<file path="config.mk">
export PLATFORM = sky130hd
export DESIGN_NAME = uart_tx_arbiter
export DESIGN_NICKNAME = d
export VERILOG_FILES = /design/src/rtl/uart_tx_arbiter.sv
export SDC_FILE = /design/constraint.sdc
export NUM_CORES = 1
export LEC_CHECK = 0
export ABC_AREA = 1
export BUFFER_PORTS_ARGS = -buffer_cell sky130_fd_sc_hd__buf_4
export CORE_MARGIN = 3
export CORE_UTILIZATION = 45
export CTS_CLUSTER_DIAMETER = 30
export DETAILED_ROUTE_END_ITERATION = 10
export GPL_TIMING_DRIVEN = 0
export PLACE_DENSITY_LB_ADDON = 0.15
export SLEW_MARGIN = 30
export SYNTH_ARGS = -nofsm -noshare
export SYNTH_HDL_FRONTEND = slang
export SYNTH_SLANG_ARGS = --single-unit
</file>
<file path="constraint.sdc">
create_clock -name i_clk -period 1.75 [get_ports i_clk]
set_clock_uncertainty 0.15 [all_clocks]
set_input_delay 0.175 -clock i_clk [delete_from_list [all_inputs] [get_ports i_clk]]
set_output_delay 0.175 -clock i_clk [all_outputs]
set_load 0.005 [all_outputs]
</file>
<file path="src/rtl/uart_tx_arbiter.sv">
// Round-robin arbiter sharing one UART transmitter among N_REQ byte producers.
// One byte per grant; further grants are held off until tx_done or watchdog expiry.
module uart_tx_arbiter #(
    parameter int unsigned NB_DATA        = 8,
    parameter int unsigned N_REQ          = 4,
    parameter int unsigned NB_IDX         = 2,
    parameter int unsigned TIMEOUT_CYCLES = 200000,
    parameter int unsigned NB_TIMEOUT     = 18
) (
    input  logic                       i_clk,
    input  logic                       i_reset,
    input  logic [N_REQ-1:0]           i_req_valid,
    input  logic [N_REQ*NB_DATA-1:0]   i_req_data,
    output logic [N_REQ-1:0]           o_req_ready,
    input  logic                       i_tx_done,
    output logic                       o_tx_valid,
    output logic [NB_DATA-1:0]         o_tx_data,
    output logic [NB_IDX-1:0]          o_grant_idx,
    output logic                       o_busy,
    output logic                       o_timeout
);

    localparam logic [1:0] IDLE = 2'd0;
    localparam logic [1:0] SEND = 2'd1;
    localparam logic [1:0] WAIT = 2'd2;

    localparam logic [NB_IDX-1:0]     LAST_INIT = NB_IDX'(N_REQ - 1);
    localparam logic [NB_TIMEOUT-1:0] WD_LAST   = NB_TIMEOUT'(TIMEOUT_CYCLES - 1);

    logic [1:0]            state_q, state_d;
    logic [NB_IDX-1:0]     last_q;
    logic [NB_IDX-1:0]     grant_q;
    logic [NB_DATA-1:0]    data_q;
    logic [NB_TIMEOUT-1:0] wd_q, wd_d;

    logic                  found;
    logic [NB_IDX-1:0]     winner;
    logic                  accept;

    // Search starts one past the last grant so every active requester is reached
    // within N_REQ grants.
    always_comb begin
        int unsigned       cand;
        logic [NB_IDX-1:0] cand_idx;
        found  = 1'b0;
        winner = last_q;
        for (int unsigned i = 1; i <= N_REQ; i++) begin
            cand     = (32'(last_q) + i) % N_REQ;
            cand_idx = NB_IDX'(cand);
            if (!found && i_req_valid[cand_idx]) begin
                found  = 1'b1;
                winner = cand_idx;
            end
        end
    end

    assign accept = (state_q == IDLE) && found;

    always_comb begin
        o_req_ready = '0;
        if (accept) begin
            o_req_ready[winner] = 1'b1;
        end
    end

    always_comb begin
        state_d   = state_q;
        wd_d      = wd_q;
        o_timeout = 1'b0;
        case (state_q)
            IDLE: begin
                if (found) begin
                    state_d = SEND;
                end
            end
            SEND: begin
                state_d = WAIT;
                wd_d    = '0;
            end
            WAIT: begin
                // A done pulse on the final watchdog cycle takes precedence over expiry.
                if (i_tx_done) begin
                    state_d = IDLE;
                end else if (wd_q == WD_LAST) begin
                    o_timeout = 1'b1;
                    state_d   = IDLE;
                end else begin
                    wd_d = wd_q + NB_TIMEOUT'(1);
                end
            end
            default: state_d = IDLE;
        endcase
    end

    always_ff @(posedge i_clk or posedge i_reset) begin
        if (i_reset) begin
            state_q <= IDLE;
            last_q  <= LAST_INIT;
            grant_q <= '0;
            data_q  <= '0;
            wd_q    <= '0;
        end else begin
            state_q <= state_d;
            wd_q    <= wd_d;
            if (accept) begin
                last_q  <= winner;
                grant_q <= winner;
                data_q  <= i_req_data[32'(winner)*NB_DATA +: NB_DATA];
            end
        end
    end

    assign o_tx_valid  = (state_q == SEND);
    assign o_busy      = (state_q != IDLE);
    assign o_tx_data   = data_q;
    assign o_grant_idx = grant_q;

endmodule

</file>
==> run_results.csv, run 1 <==
group,metric,value,unit
routing,met2_length,3.940,mm
sta,max_freq,416.8,MHz
sta,period_needed,2.399,ns
global_route,grt_pass1_vias,2472,
sta,timing.final.ws_setup,-0.6494,ns
pwr,p_per_area,1925,nW/um^2
die,die_height,77.57,um
critical_path,criticalPathCategory,"flip-flop to output port",
run_status,status,"finished, violations left",
critical_path,cp-startpoint,"last_q[1]$_DFFE_PP1P_",
routing,wl,7.731,mm
layout,multiInputGateArea,1687,um^2
pwr,intPower,0.003918,W
cts,cts_tree,"yes",
sta,finalSetupTns,-12.25,ns
sta,slew_headroom,0.5511,
sta,fin_crit_sh,1.371,
sta,final_hold_viol_count,0,
die,die_w,77.57,um
cts,cts_buffer_depth,2,
layout,seq_area,809.5,um^2
synth,ys_warn_count,0,
global_route,grt_max_degree,33,
routing,dr.pass1.iters,6,
synth,synthCells,320,
global_route,track_usage,0.2427,
sta,worst_pin_slew,0.6724,ns
pwr,clkPwrFrac,0.079,
cts,clock_latency,0.28,ns
sta,slew_violations,0,
routing,viasPerCell,5.410,
routing,met3_length,459,um
layout,utilization,0.7835,
layout,drive_above_1_share,0.5115,
global_route,grt-ovfl-total,0,
critical_path,reg2reg_to,"o_grant_idx[1]$_DFFE_PP0P_",
cts,htreeDepth,2,
synth,syn_nets,360,
layout,syn2layout_area_growth,64.82,%
critical_path,timing.rr.start,"last_q[0]$_DFFE_PP1P_",
synth,synth_top_area_share,0.3257,
placed_design,globalplace.congestion,0.8620,
critical_path,start_kind,"flip-flop",
routing,drt_iter0_drc,184,
run_status,violations,"negative setup slack",
min_path,hp-class,"input pin to flip-flop",
critical_path,crit_arrival,2.07,ns
die,io_pins,56,
sta,rsz0062_at_grt,"true",
pwr,ir_worst_vdd,1.252,mV
die,rows,25,
routing,topRoutingLayerUsed,"met4",
critical_path,path_max_fanout,10,
routing,vias,2721,
placed_design,placed_cell_area,2877,um^2
die,core_area,4848,um^2
layout,num-nets-final,475,
synth,yosys_register_bits,32,
run,drv_cap,0,
synth,synth.largest_area_cell,"dfrtp_1",
synth,synth_seq_area_share,0.3485,
placed_design,dp_hpwl,4.514,mm
cts,cts_root_buffer,"clkbuf_8",
cts,cts_made_buffers,5,
routing,drc,0,
critical_path,crit_required,1.42,ns
cts,clkTransAtPathRegs,0.06,ns
synth,netlist_area,2305,um^2
layout,fill_cells,310,
pwr,power_frac_seq,0.150,
sta,setup_viol,36,
synth,synth.avg_cell_area,7.202,um^2
critical_path,crit_end,"o_req_ready[3]",
synth,ys_types,32,
layout,design_area,3799,um^2
layout,antenna_cells,0,
die,die_area,6016,um^2
pwr,power.leakage,1.810,nW
global_route,antenna_found_initial,0,
sta,whs,0.06797,ns
die,start_util,0.4754,
routing,wl_per_cell,15.37,um
critical_path,cp-end-kind,"output port",
pwr,power_frac_comb,0.772,
pwr,p_sw,0.003393,W
pwr,switching_share,0.4641,
critical_path,worst_r2r_path_depth,15,
synth,synth_area_leaders,"dfrtp_1, nand3_1, nand2_1",
global_route,grt_pass1_wl,11.73,mm
routing,wl_met1,3.248,mm
critical_path,reg2reg_slack,-0.56,ns
cts,cts.sinks,32,
placed_design,portBuffers,55,
routing,drtAntennaViolNets,0,
[critical path, cell delays in order (launching register included)]
cell     delay (ns)
dfstp_2        0.54
inv_1          0.13
nand2_2        0.12
nand2_4        0.08
nand2_4        0.09
nand2_4        0.08
or2_1          0.24
nand3_1        0.15
nand2_4        0.12
nor2_2         0.12
buf_4          0.11
[power by group through the flow]
stage / Clock (W) / Combinational (W) / Sequential (W)
2_1_floorplan: 0 / 0.00255 / 0.00111
3_3_place_gp: 0 / 0.00346 / 0.00112
3_5_place_dp: 0 / 0.00350 / 0.00112
4_1_cts: 0.000588 / 0.00490 / 0.00109
5_1_grt: 0.000632 / 0.00610 / 0.00111
6_report: 0.000575 / 0.00564 / 0.00109
[Yosys cell counts]
cell	instances
a21oi_1	6
a31o_2	2
buf_2	2
buf_4	1
buf_6	6
buf_8	1
clkbuf_1	1
clkinv_1	1
dfrtp_1	30
dfstp_2	2
ha_1	1
inv_1	18
inv_2	4
nand2_1	90
nand2_2	11
nand2_4	3
nand3_1	68
nand3_4	2
nand3b_1	2
nand4_1	5
nor2_1	22
nor2_2	1
nor2_4	1
nor2_8	1
nor3_1	8
o21ai_0	3
o21ai_1	5
o21ai_2	1
o31ai_1	8
or2_1	1
xnor2_1	2
xor2_1	11
[area by class of cell]
cell class                 instances  share of cell area
multi-input combinational        254              0.4440
timing repair buffer             109              0.2365
sequential                        32              0.2131
buffer                            10             0.03393
inverter                          23             0.02668
clock buffer                       8             0.02372
tap                               67             0.02207
[flip-flops by register name, indices dropped and copies added, names as in the netlist]
name         flops
wd_q            18
o_tx_data        8
o_grant_idx      2
last_q           2
state_q          2
[per-layer routing]
metal / vias to the layer above / track usage
met5: - / 0
met4: 0 / 0.04093
met3: 14 / 0.04524
met2: 98 / 0.4162
met1: 1310 / 0.3228
li1: 1299 / -
[through the flow]
step | std cells | setup WS (ns) | power [W]
6_report | 503 | -0.6494 | 0.007311
3_5_place_dp | 442 | -0.4066 | 0.004622
4_1_cts | 490 | -0.5969 | 0.006571
5_1_grt | 503 | -0.7704 | 0.007843
2_1_floorplan | 320 | -0.1525 | 0.003656
3_3_place_gp | 442 | -0.3851 | 0.004581
[cells by family after synthesis]
family,count (synthesis),synth area share
flops,32,0.3485
compound gates,25,0.06786
buf+inv,34,0.08251
simple gates,215,0.4463
fa+ha+maj,1,0.005428
xor+xnor,13,0.04940
[cell usage in the layout (no fill, tap or decap), types with 2 or more instances in the layout]
| master | Yosys | routed |
|---|---|---|
| buf_6 | 6 | 13 |
| inv_4 | 0 | 2 |
| dfstp_2 | 2 | 2 |
| xor2_1 | 11 | 11 |
| o31ai_2 | 0 | 5 |
| buf_4 | 1 | 95 |
| clkbuf_8 | 0 | 6 |
| dfrtp_2 | 0 | 5 |
| a21oi_1 | 6 | 4 |
| nand4_1 | 5 | 5 |
| o31ai_4 | 0 | 3 |
| dfrtp_1 | 30 | 25 |
| nand3_4 | 2 | 5 |
| buf_8 | 1 | 7 |
| o21ai_1 | 5 | 6 |
| o21ai_2 | 1 | 3 |
| nand3_1 | 68 | 57 |
| nand2_4 | 3 | 20 |
| nand2_2 | 11 | 21 |
| inv_2 | 4 | 5 |
| nor2_4 | 1 | 2 |
| xnor2_1 | 2 | 2 |
| clkbuf_1 | 1 | 2 |
| a31o_2 | 2 | 2 |
| inv_1 | 18 | 14 |
| nor2_1 | 22 | 16 |
| nor3_1 | 8 | 5 |
| nor2_2 | 1 | 6 |
| nand2_1 | 90 | 62 |
| nand3_2 | 0 | 8 |
| a21oi_2 | 0 | 2 |
| nor3_2 | 0 | 3 |
| nand3b_1 | 2 | 2 |
[worst min-delay path by stage]
stage                     cells after the start                      from  slack [ns]                          to
after detailed placement                      2                   i_reset        0.17    o_tx_data[7]$_DFFE_PP0P_
after global placement                        2  o_tx_data[6]$_DFFE_PP0P_        0.32    o_tx_data[6]$_DFFE_PP0P_
after global routing                          5            i_req_data[25]        0.09    o_tx_data[1]$_DFFE_PP0P_
after CTS                                     5            i_req_data[31]        0.07    o_tx_data[7]$_DFFE_PP0P_
final                                         5            i_req_data[25]        0.07    o_tx_data[1]$_DFFE_PP0P_
after floorplan                               1                   i_reset        0.14  o_grant_idx[0]$_DFFE_PP0P_
[timing repair]
| item | 4_1_cts | 5_1_grt |
|---|---|---|
| resized for setup | 59 | 52 |
| endpoints found under the setup margin | 38 | 37 |
| hold buffers | 1 | 0 |
| endpoints found under the hold margin | 30 | 0 |
| pin swaps | 30 | 15 |
| buffers inserted | 38 | 14 |
| cloned | 2 | 0 |
Power figures use the tool's default switching activity.
==> run 2, diff against run 1 <==
--- a/config.mk
+++ b/config.mk
@@ -6,11 +6,11 @@
 export NUM_CORES = 1
 export LEC_CHECK = 0
 export ABC_AREA = 1
-export BUFFER_PORTS_ARGS = -buffer_cell sky130_fd_sc_hd__buf_4
-export CORE_MARGIN = 3
+export CORE_MARGIN = 5
 export CORE_UTILIZATION = 45
 export CTS_CLUSTER_DIAMETER = 30
 export DETAILED_ROUTE_END_ITERATION = 10
+export DONT_BUFFER_PORTS = 1
 export GPL_TIMING_DRIVEN = 0
 export PLACE_DENSITY_LB_ADDON = 0.15
 export SLEW_MARGIN = 30
==> run_results.csv, run 2 (same netlist as run 1, synthesis figures left out) <==
group,metric,value,unit
pwr,switching_share,0.4823,
critical_path,worstPathCellList,"inv_4 -> buf_8 -> nand2_2 -> nand3_2 -> nand2_2 -> nor3_2 -> o21ai_1 -> nand3_2 -> inv_4 -> nand2_4 -> nor2_4",
cts,htreeDepth,2,
layout,fill_cells,317,
die,die_height,81.57,um
pwr,power.total,0.008338,W
sta,period_needed,2.350,ns
die,io_pins,56,
sta,final_hold_viol_count,4,
placed_design,globalplace.congestion,0.9058,
global_route,grt_pass1_wl,11.73,mm
pwr,intPower,0.004317,W
cts,cts_buffer_depth,2,
critical_path,path_max_fanout,5,
placed_design,dp_hpwl,4.350,mm
critical_path,crit_required,1.42,ns
sta,max_freq,425.5,MHz
routing,dr.pass1.iters,8,
routing,wl,9.148,mm
global_route,grt_pass1_vias,2441,
cts,cts_made_buffers,5,
min_path,hp-class,"input pin to flip-flop",
routing,drc,0,
pwr,ir_worst_vdd,1.624,mV
critical_path,criticalPathCategory,"flip-flop to output port",
placed_design,placed_cell_area,2467,um^2
min_path,hold_path_startpoint,"i_req_data[31]",
layout,final_cell_mix,"nand2_1, nand3_1, buf_4, dfrtp_1, nand2_4",
critical_path,start_kind,"flip-flop",
layout,layout_commonest_cell,"nand2_1",
pwr,power_frac_comb,0.775,
critical_path,cp-end-kind,"output port",
pwr,power.leakage,1.691,nW
cts,cts.sinks,32,
global_route,grt-ovfl-total,0,
global_route,track_usage,0.2300,
routing,viasPerCell,5.963,
pwr,p_per_area,2222,nW/um^2
layout,largest_register_ffs,18,
cts,cts_tree,"yes",
run_status,status,"finished, violations left",
critical_path,worst_r2r_path_depth,15,
min_path,hold_depth,4,
routing,drtAntennaViolNets,0,
critical_path,reg2reg_slack,-0.53,ns
routing,drt_iter0_drc,350,
sta,finalSetupTns,-12.30,ns
die,start_util,0.4571,
cts,clock_latency,0.30,ns
run_status,violations,"negative hold slack, negative setup slack",
pwr,clkPwrFrac,0.087,
sta,timing.final.ws_setup,-0.6003,ns
critical_path,timing.rr.start,"last_q[0]$_DFFE_PP1P_",
run,drv_cap,0,
sta,slew_violations,0,
global_route,grt_max_degree,33,
layout,drive_above_1_share,0.4670,
cts,clkTransAtPathRegs,0.08,ns
min_path,min_to,"o_tx_data[7]$_DFFE_PP0P_",
pwr,p_sw,0.004022,W
global_route,antenna_found_initial,0,
sta,setup_viol,37,
cts,cts_root_buffer,"clkbuf_8",
critical_path,slowest_stage,"dfstp_2",
critical_path,crit_arrival,2.03,ns
sta,rsz0062_at_grt,"true",
die,core_area,5042,um^2
layout,design_area,3752,um^2
die,rows,26,
routing,vias,2767,
placed_design,portBuffers,0,
layout,max_flop_register,"wd_q",
critical_path,critPathMaxStageDelay,0.58,ns
sta,whs,-0.01737,ns
routing,wl_per_cell,19.72,um
die,die_w,81.57,um
sta,worst_pin_slew,0.6799,ns
die,die_area,6653,um^2
layout,antenna_cells,0,
layout,num-nets-final,433,
sta,slew_headroom,0.5461,
pwr,power_frac_seq,0.138,
sta,fin_crit_sh,1.343,
critical_path,reg2reg_to,"o_tx_data[4]$_DFFE_PP0P_",
layout,syn2layout_area_growth,62.81,%
run 2: cell count changes in the layout (fill, tap and decap cells not counted), sizes merged:
| cell | change |
|---|---|
| clkbuf | -2 |
| buf | -47 |
| dlygate4sd3 | +4 |
| clkinv | +1 |
| bufinv | +1 |
| clkinvlp | +1 |
run 2: power by group through the flow:
stage / clock network, W / logic, W / registers, W
floorplan: 0 / 0.00255 / 0.00111
global placement: 0 / 0.00309 / 0.00116
detailed placement: 0 / 0.00313 / 0.00116
CTS: 0.000714 / 0.00521 / 0.00114
global route: 0.000759 / 0.00688 / 0.00117
finish: 0.000723 / 0.00647 / 0.00115
run 2: layout make-up:
type / count / area [um^2] / area share
Multi-Input combinational cell: 254 / 1831 / 0.4878
Tap cell: 70 / 87.58 / 0.02334
Buffer: 9 / 107.6 / 0.02868
Clock inverter: 3 / 42.54 / 0.01134
Inverter: 23 / 113.9 / 0.03034
Clock buffer: 5 / 68.82 / 0.01834
Sequential cell: 32 / 807.0 / 0.2151
Timing Repair Buffer: 68 / 694.4 / 0.1851
run 2: metal layers:
metal	wire, um	global-route usage
met1	3427	0.2813
met2	4487	0.3901
met3	805	0.06250
met4	428	0.07601
met5	0	0
run 2: how the worst max path moves through the flow:
stage,depth (start not counted),slack [ns],start,to
detailed placement,13,-0.34,last_q[1]$_DFFE_PP1P_,o_tx_data[7]$_DFFE_PP0P_
global route,11,-0.68,last_q[0]$_DFFE_PP1P_,o_req_ready[1]
floorplan,14,-0.15,last_q[0]$_DFFE_PP1P_,o_tx_data[1]$_DFFE_PP0P_
global placement,8,-0.33,state_q[0]$_DFFE_PP0P_,wd_q[4]$_DFFE_PP0P_
finish,11,-0.60,last_q[0]$_DFFE_PP1P_,o_req_ready[1]
CTS,12,-0.55,last_q[0]$_DFFE_PP1P_,o_req_ready[1]
run 2: timing repair:
action / CTS / global route
resized for setup: 78 / 63
pin swaps: 31 / 27
setup endpoints to repair: 37 / 37
gates cloned: 3 / 1
hold endpoints to repair: 34 / 0
buffers inserted: 43 / 19
hold buffers: 5 / 0
run 2: critical path: cells and delay by family, from the launching register on:
family	cells	cell delay [ns]
AOI/OAI and AO/OA	1	0.11
buffers and inverters	3	0.36
DFF	1	0.58
and+or+nand+nor	7	0.67
run 2: stage by stage:
| step | worst slack, ns | hold WS (ns) | utilization | std cells |
|---|---|---|---|---|
| global route | -0.6815 | 0.005378 | 0.7442 | 464 |
| detailed placement | -0.3442 | 0.05031 | 0.4893 | 390 |
| finish | -0.6003 | -0.01737 | 0.7442 | 464 |
| global placement | -0.3346 | 0.2424 | 0.4893 | 390 |
| floorplan | -0.1525 | 0.1397 | - | 320 |
| CTS | -0.5499 | 0.0009479 | 0.6625 | 448 |
